===== src/rtl/factorial_pkg.sv =====
// Shared constants and FSM encoding for the factorial accelerator.
// Register addresses, CTRL/STATUS bit positions and core state type.
package factorial_pkg;

    localparam logic [2:0] ADDR_N      = 3'd0;
    localparam logic [2:0] ADDR_CTRL   = 3'd1;
    localparam logic [2:0] ADDR_STATUS = 3'd2;
    localparam logic [2:0] ADDR_RESULT = 3'd3;
    localparam logic [2:0] ADDR_CYCLES = 3'd4;

    localparam int unsigned CTRL_GO     = 0;
    localparam int unsigned CTRL_IRQ_EN = 1;
    localparam int unsigned CTRL_CLEAR  = 2;

    localparam int unsigned STAT_DONE   = 0;
    localparam int unsigned STAT_BUSY   = 1;
    localparam int unsigned STAT_ERR    = 2;
    localparam int unsigned STAT_GO_IGN = 3;

    typedef enum logic [1:0] {
        IDLE = 2'd0,
        CALC = 2'd1,
        DONE = 2'd2
    } fsm_state_e;

endpackage


===== src/rtl/factorial_accel_if.sv =====
// Register bus of the factorial accelerator: write port, combinational read port and irq.
interface factorial_accel_if #(
    parameter int unsigned N_WIDTH      = 4,
    parameter int unsigned RESULT_WIDTH = 32
);
    logic                    we;
    logic [2:0]              address;
    logic [N_WIDTH-1:0]      data_in;
    logic [RESULT_WIDTH-1:0] data_out;
    logic                    irq;

    modport master (output we, output address, output data_in, input data_out, input irq);
    modport slave  (input we, input address, input data_in, output data_out, output irq);
endinterface


===== src/rtl/factorial_core.sv =====
// Iterative factorial engine: one truncated multiply per clock, overflow flag per step,
// and a count of CALC cycles for the current run.
module factorial_core
    import factorial_pkg::*;
#(
    parameter int unsigned N_WIDTH      = 4,
    parameter int unsigned RESULT_WIDTH = 32
) (
    input  logic                    clk,
    input  logic                    reset_n,
    input  logic                    start,
    input  logic [N_WIDTH-1:0]      n,
    output logic                    busy,
    output logic                    done_pulse,
    output logic [RESULT_WIDTH-1:0] product,
    output logic                    ovf,
    output logic [RESULT_WIDTH-1:0] cycles
);

    localparam int unsigned FullWidth = RESULT_WIDTH + N_WIDTH;

    fsm_state_e              state_q, state_d;
    logic [N_WIDTH-1:0]      cnt_q, cnt_d;
    logic [RESULT_WIDTH-1:0] product_q, product_d;
    logic [RESULT_WIDTH-1:0] cycles_q, cycles_d;
    logic [FullWidth-1:0]    mul_a, mul_b, prod_full;

    assign mul_a     = {{N_WIDTH{1'b0}}, product_q};
    assign mul_b     = {{RESULT_WIDTH{1'b0}}, cnt_q};
    assign prod_full = mul_a * mul_b;

    always_ff @(posedge clk or negedge reset_n) begin
        if (!reset_n) begin
            state_q   <= IDLE;
            cnt_q     <= '0;
            product_q <= '0;
            cycles_q  <= '0;
        end else begin
            state_q   <= state_d;
            cnt_q     <= cnt_d;
            product_q <= product_d;
            cycles_q  <= cycles_d;
        end
    end

    always_comb begin
        state_d    = state_q;
        cnt_d      = cnt_q;
        product_d  = product_q;
        cycles_d   = cycles_q;
        done_pulse = 1'b0;
        ovf        = 1'b0;
        case (state_q)
            IDLE, DONE: begin
                // The DONE cycle accepts a new start so runs can go back to back.
                if (start) begin
                    state_d   = CALC;
                    cnt_d     = n;
                    product_d = RESULT_WIDTH'(1);
                    cycles_d  = '0;
                end else begin
                    state_d = IDLE;
                end
            end
            CALC: begin
                cycles_d = cycles_q + RESULT_WIDTH'(1);
                if (cnt_q <= N_WIDTH'(1)) begin
                    state_d    = DONE;
                    done_pulse = 1'b1;
                end else begin
                    product_d = prod_full[RESULT_WIDTH-1:0];
                    cnt_d     = cnt_q - N_WIDTH'(1);
                    ovf       = |prod_full[FullWidth-1:RESULT_WIDTH];
                end
            end
            default: state_d = IDLE;
        endcase
    end

    assign busy    = (state_q == CALC);
    assign product = product_q;
    assign cycles  = cycles_q;

endmodule


===== src/rtl/factorial_accel.sv =====
// Register-mapped factorial accelerator: register file, status flags, read mux and irq
// around the iterative core.
module factorial_accel
    import factorial_pkg::*;
#(
    parameter int unsigned N_WIDTH      = 4,
    parameter int unsigned RESULT_WIDTH = 32
) (
    input logic             clk,
    input logic             reset_n,
    factorial_accel_if.slave bus
);

    logic [N_WIDTH-1:0]      n_q, n_d;
    logic                    irq_en_q, irq_en_d;
    logic                    done_q, done_d;
    logic                    err_q, err_d;
    logic                    go_ign_q, go_ign_d;
    logic                    ctrl_wr, go_req, clear_req, go_acc;
    logic                    busy, done_pulse, ovf;
    logic [RESULT_WIDTH-1:0] product, cycles;

    assign ctrl_wr   = bus.we && (bus.address == ADDR_CTRL);
    assign go_req    = ctrl_wr && bus.data_in[CTRL_GO];
    assign clear_req = ctrl_wr && bus.data_in[CTRL_CLEAR];
    assign go_acc    = go_req && !busy;

    factorial_core #(
        .N_WIDTH     (N_WIDTH),
        .RESULT_WIDTH(RESULT_WIDTH)
    ) u_core (
        .clk       (clk),
        .reset_n   (reset_n),
        .start     (go_acc),
        .n         (n_q),
        .busy      (busy),
        .done_pulse(done_pulse),
        .product   (product),
        .ovf       (ovf),
        .cycles    (cycles)
    );

    always_ff @(posedge clk or negedge reset_n) begin
        if (!reset_n) begin
            n_q      <= '0;
            irq_en_q <= 1'b0;
            done_q   <= 1'b0;
            err_q    <= 1'b0;
            go_ign_q <= 1'b0;
        end else begin
            n_q      <= n_d;
            irq_en_q <= irq_en_d;
            done_q   <= done_d;
            err_q    <= err_d;
            go_ign_q <= go_ign_d;
        end
    end

    always_comb begin
        n_d      = n_q;
        irq_en_d = irq_en_q;
        done_d   = done_q;
        err_d    = err_q;
        go_ign_d = go_ign_q;
        if (bus.we && (bus.address == ADDR_N)) n_d = bus.data_in;
        if (ctrl_wr) irq_en_d = bus.data_in[CTRL_IRQ_EN];
        // An accepted go clears every flag, so it takes priority over clear.
        if (go_acc) begin
            done_d   = 1'b0;
            err_d    = 1'b0;
            go_ign_d = 1'b0;
        end else begin
            if (done_pulse) done_d = 1'b1;
            else if (clear_req) done_d = 1'b0;
            if (clear_req) err_d = 1'b0;
            if (ovf) err_d = 1'b1;
            if (go_req) go_ign_d = 1'b1;
            else if (clear_req) go_ign_d = 1'b0;
        end
    end

    always_comb begin
        bus.data_out = '0;
        case (bus.address)
            ADDR_N: bus.data_out[N_WIDTH-1:0] = n_q;
            ADDR_STATUS: begin
                bus.data_out[STAT_DONE]   = done_q;
                bus.data_out[STAT_BUSY]   = busy;
                bus.data_out[STAT_ERR]    = err_q;
                bus.data_out[STAT_GO_IGN] = go_ign_q;
            end
            ADDR_RESULT: bus.data_out = product;
            ADDR_CYCLES: bus.data_out = cycles;
            default:     bus.data_out = '0;
        endcase
    end

    assign bus.irq = done_q & irq_en_q;

endmodule


===== src/flat_wrapper.sv =====
// flat-port wrapper written by rule: the top's interface ports become plain ports
module factorial_accel_flat import factorial_pkg::*;
#(
    parameter int unsigned N_WIDTH      = 4,
    parameter int unsigned RESULT_WIDTH = 32
)
  (clk, reset_n, bus_we, bus_address, bus_data_in, bus_data_out, bus_irq);
  factorial_accel_if #(.N_WIDTH(N_WIDTH), .RESULT_WIDTH(RESULT_WIDTH)) bus_i ();
  input logic clk;
  input logic reset_n;
  input wire logic [$bits(bus_i.we)-1:0] bus_we;
  input wire logic [$bits(bus_i.address)-1:0] bus_address;
  input wire logic [$bits(bus_i.data_in)-1:0] bus_data_in;
  output wire logic [$bits(bus_i.data_out)-1:0] bus_data_out;
  output wire logic [$bits(bus_i.irq)-1:0] bus_irq;
  assign bus_i.we = bus_we;
  assign bus_i.address = bus_address;
  assign bus_i.data_in = bus_data_in;
  assign bus_data_out = bus_i.data_out;
  assign bus_irq = bus_i.irq;
  factorial_accel #(.N_WIDTH(N_WIDTH), .RESULT_WIDTH(RESULT_WIDTH)) u_core (.clk(clk), .reset_n(reset_n), .bus(bus_i));
endmodule

===== config.mk =====
export PLATFORM = sky130hd
export DESIGN_NAME = factorial_accel_flat
export DESIGN_NICKNAME = d
export VERILOG_FILES = /design/src/rtl/factorial_pkg.sv /design/src/rtl/factorial_accel_if.sv /design/src/rtl/factorial_core.sv /design/src/rtl/factorial_accel.sv /design/src/flat_wrapper.sv
export SDC_FILE = /design/constraint.sdc
export NUM_CORES = 1
export LEC_CHECK = 0
export BUFFER_PORTS_ARGS = -buffer_cell sky130_fd_sc_hd__buf_4
export CAP_MARGIN = 40
export CORE_MARGIN = 10
export CORE_UTILIZATION = 55
export CTS_CLUSTER_SIZE = 8
export DETAILED_ROUTE_END_ITERATION = 12
export PLACE_DENSITY = 0.76
export SYNTH_ARGS = -nofsm -noshare
export SYNTH_HDL_FRONTEND = slang
export SYNTH_SLANG_ARGS = --single-unit

===== constraint.sdc =====
create_clock -name clk -period 5.4 [get_ports clk]
set_input_delay 0.54 -clock clk [delete_from_list [all_inputs] [get_ports clk]]
set_output_delay 0.54 -clock clk [all_outputs]
set_load 0.05 [all_outputs]

# Word level (Yosys, flattened, before mapping)
# Index checks and enable logic that the tools add are counted.
# W data, S select, Z words.
# op_classes
addsub,2
multipliers,1
order_cmp,1
n_eq_ne,9
mux,24
bitwise,1
n_reduce_logical,16
# op_table
cell,count
$pmux W32 S2,2
$mux W32,3
$pmux W28 S2,1
$mul A32 B4 Y36,1
$add A32 B1 Y32 const B,1
$pmux W4 S4,1
$mux W1,12
$reduce_bool A3 Y1,3
$mux W4,2
$pmux W4 S2,1
$eq A3 B2 Y1 const B,2
$logic_and A1 B1 Y1,5
$le A4 B1 Y1 const B,1
$ne A2 B1 Y1 const B,2
$pmux W2 S2,1
$reduce_or A4 Y1,1
$sub A4 B1 Y4 const B,1
$eq A3 B1 Y1 const B,1
$eq A3 B3 Y1 const B,1
$logic_not A3 Y1,1
$reduce_and A3 Y1,1
$eq A2 B1 Y1 const B,1
$eq A2 B2 Y1 const B,1
$logic_not A2 Y1,1
other kinds (7),7
# word_totals
ff_bits,78
output_inout_bits,33

# Depth between registers and ports, before layout
# Gate-level depths: netlist of the first run.
# logic_depth
word_depth,6
ltp_mapped,18
mapped_depth_nobuf,15

# By module
# A second synthesis of the first run with hierarchy kept.
# hier_totals
cells_unflattened,962
area_unflattened_um2,8077.7
# modules_own_cells
module,instances,cells_per_inst,area_each_um2
factorial_core,1,885,7257.0
factorial_accel,1,77,820.8

# Least setup slack after synthesis of the first run
# Ideal clock, no wire load.
# synth_timing
kind,reg2reg
start,register u_core.u_core.cnt_q[3]
end,register u_core.err_q
t_arrival_ns,3.971
t_required_ns,5.265
setup_slack_ns,1.294
path_stages_with_launch,17
path_buffers,2
period_less_slack_ns,4.106
cell_sequence,dfrtp_1 -> clkbuf_1 -> clkbuf_1 -> nand2_1 -> fa_1 -> inv_1 -> fa_1 -> fa_1 -> a21oi_1 -> o22ai_1 -> o31ai_2 -> o22a_1 -> a21oi_1 -> a41oi_1 -> xnor2_1 -> nor4_1 -> o22ai_1
# synth_via
elab_chain_cells,6
word_cells_on_any_way,8
classes_between,1 x mul; 1 x order compare; 4 x mux; 2 x reduce/logical
# synth_lines
element,line,text
start: declaration,factorial_core.sv:23,"logic [N_WIDTH-1:0] cnt_q, cnt_d;"
start signal: assignment,factorial_core.sv:40,cnt_q <= cnt_d;
$mul A32 B4 Y36,factorial_core.sv:30,assign prod_full = mul_a * mul_b;
$reduce_or A4 Y1,factorial_core.sv:73,ovf = |prod_full[FullWidth-1:RESULT_WIDTH];
$mux W1 (*),factorial_core.sv:67,if (cnt_q <= N_WIDTH'(1)) begin
$mux W1 (*),factorial_core.sv:53,case (state_q)
$mux W1,factorial_accel.sv:76,if (ovf) err_d = 1'b1;
$mux W1,factorial_accel.sv:68,if (go_acc) begin
end signal: assignment,factorial_accel.sv:54,err_q <= err_d;
end: declaration,factorial_accel.sv:17,"logic err_q, err_d;"
# Every way passes the cells marked *; elsewhere a longest branch is shown, timed or not.
# A chain may end at the register's enable or synchronous reset.

# Final worst setup path of the first run
# Ends and elaborated chain as after synthesis.

==> results of run 1 <==
worst max-delay path: cells and delay by family, from the launching register on:
family,cells,cell delay (ns)
AO/OA/AOI/OAI,4,0.74
XOR/XNOR,1,0.16
adder cells (fa/ha/maj),3,1.46
buffers and inverters,3,0.42
flip-flops,1,0.59
AND/OR/NAND/NOR,5,1.07
cells in the final DEF, fill, tap and decap left out, types with 5 or more instances in the layout:
| master | netlist | layout |
|---|---|---|
| nand4_1 | 11 | 11 |
| xor2_1 | 23 | 23 |
| mux2i_1 | 10 | 10 |
| mux2_2 | 5 | 5 |
| and2_1 | 95 | 95 |
| a21oi_1 | 50 | 50 |
| inv_1 | 128 | 128 |
| and3_1 | 5 | 5 |
| nand3_1 | 46 | 46 |
| a21o_1 | 16 | 16 |
| clkbuf_16 | 0 | 9 |
| ha_1 | 43 | 43 |
| a22o_1 | 31 | 31 |
| dfrtp_1 | 78 | 78 |
| nand2b_1 | 5 | 5 |
| buf_4 | 0 | 49 |
| o22ai_1 | 7 | 7 |
| nor2_1 | 51 | 49 |
| a31oi_1 | 5 | 5 |
| nor3_1 | 9 | 9 |
| o211ai_1 | 7 | 7 |
| o21ai_0 | 56 | 56 |
| nand2_1 | 98 | 98 |
| o21a_1 | 6 | 6 |
| xnor2_1 | 17 | 17 |
| o31ai_1 | 6 | 6 |
| fa_1 | 60 | 60 |
metrics by stage:
| step | util, % | setup slack (ns) | instances | hold WS [ns] |
|---|---|---|---|---|
| after detailed placement | 60.2 | 0.891 | 1148 | 0.485 |
| after global routing | 62.4 | 0.523 | 1164 | 0.208 |
| after global placement | 59.7 | 0.944 | 1144 | 0.467 |
| final | 62.4 | 0.834 | 1164 | 0.169 |
| after floorplan | - | 1.29 | 959 | 0.244 |
| after CTS | 62.4 | 0.849 | 1164 | 0.187 |
power breakdown:
| part | internal, mW | switching (mW) | leakage (nW) |
|---|---|---|---|
| registers | 0.742 | 0.317 | 1.03 |
| clock network | 0.365 | 0.285 | 0.148 |
| logic | 0.510 | 0.817 | 3.10 |
final timing paths:
check / start / endpoint / depth (start not counted)
worst max-delay path: u_core.u_core.cnt_q[3]$_DFFE_PN0P_ / u_core.err_q$_DFFE_PN0P_ / 16
worst min-delay path: reset_n / u_core.go_ign_q$_DFFE_PN0P_ / 1
worst max register to register: u_core.u_core.cnt_q[3]$_DFFE_PN0P_ / u_core.err_q$_DFFE_PN0P_ / 16
worst min register to register: u_core.irq_en_q$_DFFE_PN0P_ / u_core.irq_en_q$_DFFE_PN0P_ / 1
max in group asynchronous: reset_n / u_core.err_q$_DFFE_PN0P_ / 2
min in group clk: bus_data_in[3] / u_core.n_q[3]$_DFFE_PN0P_ / 2
final cells by class:
class | instances | area [um^2] | area share [%]
well taps | 180 | 225 | 2.57
flip-flops and latches | 78 | 1950 | 22.3
clock buffers | 9 | 225 | 2.57
inverters | 128 | 480 | 5.49
clock inverters | 7 | 80.1 | 0.914
multi-input cells | 709 | 5350 | 61.1
repair buffers | 53 | 440 | 5.03
cells by family (layout without fill, tap and decap cells):
family                     after synthesis  count (layout)
and+or+nand+nor                        347             347
AOI/OAI and AO/OA                      204             204
buffers and inverters                  172             197
xor gates and xnor gates                40              40
adders and majority gates              103             103
DFF                                     78              78
muxes                                   15              15
Yosys cell counts, drive strengths merged, types with 2 or more instances:
| cell | number | area (um^2) |
|---|---|---|
| a21o | 16 | 120 |
| mux2 | 5 | 56.3 |
| inv | 128 | 480 |
| nand3 | 47 | 240 |
| clkbuf | 37 | 149 |
| buf | 7 | 46.3 |
| and4 | 3 | 30.0 |
| a41oi | 2 | 17.5 |
| a21oi | 50 | 250 |
| nand2 | 98 | 368 |
| fa | 60 | 1200 |
| o21a | 6 | 45.0 |
| ha | 43 | 538 |
| o21bai | 3 | 22.5 |
| mux2i | 10 | 100 |
| or3 | 2 | 17.5 |
| xnor2 | 17 | 149 |
| o22ai | 7 | 43.8 |
| nor3 | 10 | 61.3 |
| dfrtp | 78 | 1950 |
| nor2 | 52 | 198 |
| a221o | 2 | 20.0 |
| nor3b | 3 | 22.5 |
| o211ai | 7 | 52.6 |
| nand3b | 2 | 15.0 |
| xor2 | 23 | 201 |
| a31oi | 5 | 31.3 |
| nand4 | 12 | 90.1 |
| a211oi | 2 | 15.0 |
| o21ai | 57 | 285 |
| nand2b | 5 | 31.3 |
| nor2b | 4 | 25.0 |
| a22o | 31 | 272 |
| or2 | 4 | 25.0 |
| nor4 | 3 | 18.8 |
| and3 | 6 | 38.8 |
| and2 | 95 | 594 |
| o31ai | 7 | 57.6 |
metal layers:
layer	vias up	wire [um]	GRT usage (%)
met1	3341	9240	28.0
met3	15	1100	2.70
met2	193	9600	34.5
met5	-	0	0
li1	3233	-	-
met4	0	250	5.38
flip-flops by register name, summed over array words and instances, names as in the netlist:
signal	count
u_core.err_q	1
u_core.u_core.state_q	2
u_core.u_core.cycles	32
u_core.n_q	4
u_core.go_ign_q	1
u_core.u_core.product	32
u_core.done_q	1
u_core.u_core.cnt_q	4
u_core.irq_en_q	1
==> results.py, run 1 <==
metrics = {
    "power_and_ir_drop": {
        "power_density_nw_per_um2": 347,
        "p_leak_nw": 4.27,
        "power.total_mw": 3.04,
        "irDropWorstVdd_uv": 178,
    },
    "setup_path": {
        "arrival_ns": 4.78,
        "path_cells": "buf_4 -> and2_1 -> fa_1 -> inv_1 -> fa_1 -> inv_1 -> ha_1 -> nand3_1 -> nand2b_1 -> or2_2 -> o22a_1 -> a21oi_1 -> a41oi_1 -> xnor2_1 -> nor4_1 -> o22ai_1",
        "cp.required_ns": 5.62,
        "cp-end-kind": "flop",
        "r2r_slack_ns": 0.83,
        "critPathLaunchType": "flop",
        "worstSetupPathType": "flop to flop",
        "cp_slowest_stage_delay_ns": 0.59,
        "cp_slowest_cell": "dfrtp_1",
        "crit_fanout": 20,
    },
    "synth": {
        "ys_warn_count": 0,
        "synthMuxAreaShare_pct": 1.96,
        "synth-simple-area-share_pct": 22.4,
        "synth-compound-area-share_pct": 16.5,
        "synthAdderAreaFrac_pct": 21.8,
        "ys.flop_type": "dfrtp_1",
        "synth-xor-area-share_pct": 4.39,
        "synth_nets": 1072,
        "ys_async_sr_fraction_pct": 100,
        "synth-edff-count": 0,
        "synth.distinct_cells": 61,
        "ys_seq_area_share_pct": 24.5,
        "synth_top_family_by_area": "simple AND/OR/NAND/NOR gates",
        "syn_avg_cell_area_um2": 8.32,
        "ys_seq_elements": 78,
        "syn_inst": 959,
        "netlist_area_um2": 7980,
    },
    "floorplan": {
        "die_h_um": 140,
        "fp.coreArea_um2": 14000,
        "initial_core_util_pct": 56.8,
        "io_pins": 43,
        "row_count": 43,
        "die_w_um": 140,
        "die_area_um2": 19700,
    },
    "clocking": {
        "clock-sinks": 78,
        "cts-resized-gates": 0,
        "post_cts_buffers": 0,
        "clk_path_buf_depth": 2,
        "root_buffer": "clkbuf_16",
        "clk_latency_ns": 0.35,
        "cts.clk_slew.worst_paths_ns": 0.07,
        "cts_tree": "done",
        "cts_buffers": 9,
        "h-tree-depth": 3,
        "ctsHoldBuffers": 0,
    },
    "outcome": {
        "status": "finished clean",
    },
    "drt": {
        "dr.pass1.iters": 5,
        "routed_wl_um": 20200,
        "drt_iter0_drc": 559,
        "routed_via_density": 5.83,
        "vias": 6782,
        "final_antenna_net_count": 0,
        "routedWlPerCell_um": 17.4,
        "drcViolationCount": 0,
    },
    "grt": {
        "grt_pass1_vias": 6608,
        "grt_max_degree": 43,
        "overflow": 0,
        "antenna_found_initial": 0,
        "grt.total_usage_pct": 20.8,
        "grt_pass1_wl_um": 34100,
    },
    "sta": {
        "fmax_ghz": 0.219,
        "finalHoldViolCount": 0,
        "drv_slew": 0,
        "finalSetupTns_ns": 0,
        "rsz0062_at_grt": "false",
        "setup_viol": 0,
        "fin_crit_ns": 4.57,
        "post-route-period-util_pct": 84.6,
        "skew_ns": 0.00584,
        "worst_slew_pin_slew_ns": 0.878,
        "relSlewSlack_pct": 41.5,
    },
    "final_layout": {
        "drive_above_1_share_pct": 9.25,
        "n_fill_cell": 1239,
        "insertedDiodeCount": 0,
        "final_nets": 1092,
        "syn2layout_area_growth_pct": 9.79,
        "design_area_um2": 8760,
    },
    "worst_hold_path": {
        "hp-class": "input port to asynchronous set/reset pin",
    },
    "placed_design": {
        "io_buffers": 42,
        "gp_congestion": 0.893,
        "placed_area_um2": 8450,
        "dp.final_hpwl_um": 15300,
    },
    "run": {
        "drv_cap": 0,
    },
}
(Power assumes the default switching activity.)
==> run 2, diff against run 1 <==
clock period = 4.4 ns   (was 5.4 ns; I/O delays follow)
==> results.py, run 2 (synthesized netlist as in run 1, its figures left out) <==
metrics = {
    "drt": {
        "final_antenna_net_count": 0,
        "routed_wl_um": 20200,
        "routed_via_density": 5.81,
        "drt_iter0_drc": 458,
        "routedWlPerCell_um": 17.2,
        "vias": 6827,
        "drcViolationCount": 0,
        "dr.pass1.iters": 5,
    },
    "setup_path": {
        "cp-end-kind": "flop",
        "cp_slowest_stage_delay_ns": 0.53,
        "r2r_slack_ns": 0.18,
        "path_cells": "buf_4 -> buf_4 -> and2_1 -> fa_1 -> inv_1 -> fa_1 -> inv_1 -> ha_1 -> nand3_1 -> nand2b_1 -> or2_2 -> o22a_1 -> a21oi_2 -> a41oi_1 -> xnor2_1 -> nor4_1 -> o22ai_1",
        "reg2regPathDepth": 17,
        "crit_family": "adder cells",
        "worstSetupPathType": "flop to flop",
        "cp.required_ns": 4.61,
        "worst-path-buf-inv": 4,
        "critPathLaunchType": "flop",
        "r2r_start": "u_core.u_core.cnt_q[3]$_DFFE_PN0P_",
        "crit_fanout": 14,
        "arrival_ns": 4.43,
        "r2r-end": "u_core.err_q$_DFFE_PN0P_",
        "cp_slowest_cell": "fa_1",
    },
    "floorplan": {
        "io_pins": 43,
        "row_count": 43,
        "initial_core_util_pct": 56.8,
        "fp.coreArea_um2": 14000,
        "die_h_um": 140,
        "die_area_um2": 19700,
        "die_w_um": 140,
    },
    "sta": {
        "worst_slew_pin_slew_ns": 0.813,
        "setup_viol": 0,
        "fin_crit_ns": 4.22,
        "post-route-period-util_pct": 95.9,
        "finalHoldViolCount": 0,
        "rsz0062_at_grt": "true",
        "fmax_ghz": 0.237,
        "relSlewSlack_pct": 45.8,
        "skew_ns": 0.00668,
        "drv_slew": 0,
    },
    "final_layout": {
        "drive_above_1_share_pct": 11.5,
        "insertedDiodeCount": 0,
        "fin_cells": 1175,
        "final_common_cell": "inv_1",
        "mostFrequentLayoutCells": "inv_1, nand2_1, and2_1",
        "final_nets": 1103,
        "syn2layout_area_growth_pct": 11.8,
    },
    "placed_design": {
        "dp_cells": 1159,
        "io_buffers": 42,
        "gp_congestion": 0.884,
        "dp.final_hpwl_um": 15400,
    },
    "worst_hold_path": {
        "hp-class": "input port to asynchronous set/reset pin",
    },
    "grt": {
        "grt_max_degree": 41,
        "grt_pass1_vias": 6809,
        "grt.total_usage_pct": 20.6,
        "antenna_found_initial": 0,
        "grt_pass1_wl_um": 34000,
        "overflow": 0,
    },
    "power_and_ir_drop": {
        "power_density_nw_per_um2": 430,
        "p_leak_nw": 4.33,
        "power.total_mw": 3.84,
        "irDropWorstVdd_uv": 243,
    },
    "clocking": {
        "h-tree-depth": 3,
        "root_buffer": "clkbuf_16",
        "cts_tree": "done",
        "clock-sinks": 78,
        "cts.clk_slew.worst_paths_ns": 0.07,
        "post_cts_buffers": 0,
        "clk_latency_ns": 0.34,
        "clk_path_buf_depth": 2,
        "cts_buffers": 9,
    },
    "outcome": {
        "status": "finished clean",
    },
    "run": {
        "drv_cap": 0,
    },
}
==> run 2: worst max-delay path by stage <==
stage / to / cells after the start / start / slack [ns]
after detailed placement: u_core.u_core.product[30]$_DFFE_PN0P_ / 14 / u_core.u_core.cnt_q[2]$_DFFE_PN0P_ / 0.08
after global placement: u_core.u_core.product[30]$_DFFE_PN0P_ / 14 / u_core.u_core.cnt_q[2]$_DFFE_PN0P_ / 0.13
after CTS: u_core.err_q$_DFFE_PN0P_ / 14 / u_core.u_core.cnt_q[2]$_DFFE_PN0P_ / 0.06
after floorplan: u_core.err_q$_DFFE_PN0P_ / 16 / u_core.u_core.cnt_q[3]$_DFFE_PN0P_ / 0.29
final: u_core.err_q$_DFFE_PN0P_ / 17 / u_core.u_core.cnt_q[3]$_DFFE_PN0P_ / 0.18
after global routing: u_core.u_core.product[25]$_DFFE_PN0P_ / 16 / u_core.u_core.cnt_q[1]$_DFFE_PN0P_ / -0.13
==> run 2: routing by layer <==
metal,track usage [%],up-vias,routed length [um]
met5,0,-,0
met2,35.1,189,9820
met4,5.60,0,394
li1,-,3248,-
met1,26.8,3357,8760
met3,2.57,33,1180
==> run 2: final cells by class <==
| class | instances | area [um^2] |
|---|---|---|
| clock inverters | 7 | 103 |
| fillers | 1207 | 5120 |
| flip-flops and latches | 78 | 1950 |
| repair buffers | 64 | 528 |
| multi-input cells | 709 | 5400 |
| well taps | 180 | 225 |
| inverters | 128 | 480 |
| clock buffers | 9 | 225 |
==> run 2: power breakdown <==
part	leakage [nW]	switching [mW]	internal [mW]
combinational	3.14	1.08	0.678
clock	0.163	0.335	0.507
sequential	1.02	0.327	0.913
total	4.33	1.74	2.10
==> run 2: what timing repair did <==
action / CTS / global route
endpoints found under the setup margin: 0 / 9
hold buffers: 0 / 0
resized for setup: 0 / 14
==> run 2: per-stage QoR <==
stage	setup TNS, ns	utilization (%)	cell area (um^2)	hold slack [ns]	setup WS [ns]
finish	0	63.5	8920	0.0813	0.178
global route	-0.208	63.5	8920	0.121	-0.133
global placement	0	60.3	8470	0.468	0.127
floorplan	0	-	7980	0.144	0.294
detailed placement	0	60.8	8540	0.458	0.0779
CTS	0	63.1	8870	0.0959	0.0568
==> run 3, diff against run 2 <==
--- a/config.mk
+++ b/config.mk
@@ -13,4 +13,5 @@
 export DETAILED_ROUTE_END_ITERATION = 12
 export PLACE_DENSITY = 0.76
+export RECOVER_POWER = 25
 export SYNTH_ARGS = -nofsm -noshare
 export SYNTH_HDL_FRONTEND = slang
==> constraint.sdc (replaced) <==
create_clock -name clk -period 4.4 [get_ports clk]
set_input_delay 0.44 -clock clk [delete_from_list [all_inputs] [get_ports clk]]
set_output_delay 0.44 -clock clk [all_outputs]
set_load 0.01 [all_outputs]
==> results.py, run 3 (synthesized netlist as in run 1, its figures left out) <==
metrics = {
    "outcome": {
        "status": "complete, but fails checks",
        "violations": "max-capacitance violations, max-slew violations",
    },
    "sta": {
        "fin_crit_ns": 4.22,
        "fmax_ghz": 0.237,
        "post-route-period-util_pct": 96.0,
        "relSlewSlack_pct": -48.0,
        "setup_viol": 0,
        "worst_slew_pin_slew_ns": 2.22,
        "skew_ns": 0.00612,
        "rsz0062_at_grt": "true",
        "finalHoldViolCount": 0,
        "holdWs_ns": 0.333,
        "drv_slew": 81,
    },
    "clocking": {
        "post_cts_buffers": 0,
        "clock-sinks": 78,
        "clk_path_buf_depth": 2,
        "root_buffer": "clkbuf_16",
        "cts.clk_slew.worst_paths_ns": 0.07,
        "cts_buffers": 9,
        "cts_tree": "done",
        "h-tree-depth": 3,
        "clk_latency_ns": 0.34,
    },
    "floorplan": {
        "die_h_um": 140,
        "initial_core_util_pct": 56.8,
        "row_count": 43,
        "die_area_um2": 19700,
        "fp.coreArea_um2": 14000,
        "io_pins": 43,
        "die_w_um": 140,
    },
    "setup_path": {
        "crit_fanout": 7,
        "cp.required_ns": 4.61,
        "arrival_ns": 4.43,
        "cp_slowest_cell": "fa_1",
        "path_cells": "buf_4 -> nand2_1 -> fa_1 -> inv_1 -> fa_1 -> fa_1 -> a21oi_2 -> o22ai_1 -> o31ai_4 -> o22a_1 -> a21oi_2 -> a41oi_1 -> xnor2_1 -> nor4_1 -> o22ai_1",
        "crit_path_frequent_cell": "fa_1",
        "critPathLaunchType": "flop",
        "worstSetupPathType": "flop to flop",
        "worst-path-buf-inv": 2,
        "crit_family": "adder cells",
        "cp-end-kind": "flop",
        "cp_slowest_stage_delay_ns": 0.53,
    },
    "final_layout": {
        "fin_cells": 1175,
        "insertedDiodeCount": 0,
        "mostFrequentLayoutCells": "inv_1, nand2_1, and2_1",
        "design_area_um2": 8900,
        "drive_above_1_share_pct": 11.3,
        "final_common_cell": "inv_1",
        "final_nets": 1103,
        "syn2layout_area_growth_pct": 11.6,
    },
    "drt": {
        "routed_via_density": 5.83,
        "drcViolationCount": 0,
        "vias": 6850,
        "routedWlPerCell_um": 17.2,
        "routed_wl_um": 20200,
        "final_antenna_net_count": 0,
        "dr.pass1.iters": 5,
        "drt_iter0_drc": 458,
    },
    "grt": {
        "grt_max_degree": 41,
        "antenna_found_initial": 0,
        "grt.total_usage_pct": 20.6,
        "overflow": 0,
        "grt_pass1_vias": 6809,
        "grt_pass1_wl_um": 34000,
    },
    "worst_hold_path": {
        "hp-class": "input port to flop",
    },
    "placed_design": {
        "dp_cells": 1159,
        "io_buffers": 42,
        "gp_congestion": 0.884,
        "placed_area_um2": 8540,
        "dp.final_hpwl_um": 15400,
    },
    "power_and_ir_drop": {
        "power.total_mw": 3.75,
        "p_int_mw": 2.09,
        "seqPwrFrac_pct": 33.1,
        "p_sw_share_pct": 44.1,
        "clockPowerShare_pct": 22.4,
        "irDropWorstVdd_uv": 242,
        "p_leak_nw": 4.32,
        "comb_power_share_pct": 44.5,
        "power_density_nw_per_um2": 421,
        "switching_power_mw": 1.65,
    },
    "run": {
        "drv_cap": 2,
    },
}
## run 3: cell count changes in the layout (fill, tap and decap cells not counted)
cell and delta:
buf_12 -1, buf_4 -1, clkbuf_1 +1, clkdlybuf4s25_1 +1
## run 3: metal layers
layer	track usage, %	share of wire (%)	up-vias
met3	2.57	5.7	29
met5	0	0	-
met4	5.60	1.8	0
met2	35.1	49	197
li1	-	-	3250
met1	26.8	44	3374
## run 3: power by group through the flow
stage	combinational (mW)	sequential (mW)	clock [mW]
after floorplan	1.23	1.09	0
after global placement	1.60	1.23	0
after detailed placement	1.65	1.24	0
after CTS	1.66	1.23	0.852
after global routing	1.90	1.27	0.877
final	1.67	1.24	0.840
## run 3: through the flow
step                      worst slack, ns  utilization [%]  setup TNS (ns)
after floorplan                     0.294                -               0
final                               0.177             63.4               0
after global routing               -0.133             63.4          -0.208
after global placement              0.127             60.3               0
after CTS                          0.0568             63.1               0
after detailed placement           0.0779             60.8               0
## run 3: layout make-up
type                            count  area (um^2)
Timing Repair Buffer               64          514
Clock buffer                        9          225
Inverter                          128          480
Tap cell                          180          225
Multi-Input combinational cell    709         5400
Clock inverter                      7          103
Sequential cell                    78         1950
Fill cell                        1207         5140
## run 3: worst paths after layout
check / start / to / slack [ns] / cells past startpoint
worst max-delay path: u_core.u_core.cnt_q[3]$_DFFE_PN0P_ / u_core.err_q$_DFFE_PN0P_ / 0.18 / 15
worst min-delay path: bus_data_in[3] / u_core.n_q[3]$_DFFE_PN0P_ / 0.33 / 2
worst max register to register: u_core.u_core.cnt_q[3]$_DFFE_PN0P_ / u_core.err_q$_DFFE_PN0P_ / 0.18 / 15
worst min register to register: u_core.go_ign_q$_DFFE_PN0P_ / u_core.go_ign_q$_DFFE_PN0P_ / 0.48 / 2
max in group asynchronous: reset_n / u_core.u_core.product[18]$_DFFE_PN0P_ / 0.71 / 2
min in group asynchronous: reset_n / u_core.go_ign_q$_DFFE_PN0P_ / 0.75 / 1
## run 3: timing repair
action,in CTS,in global routing
resized for setup,0,14
setup endpoints to repair,0,9
hold buffers,0,0
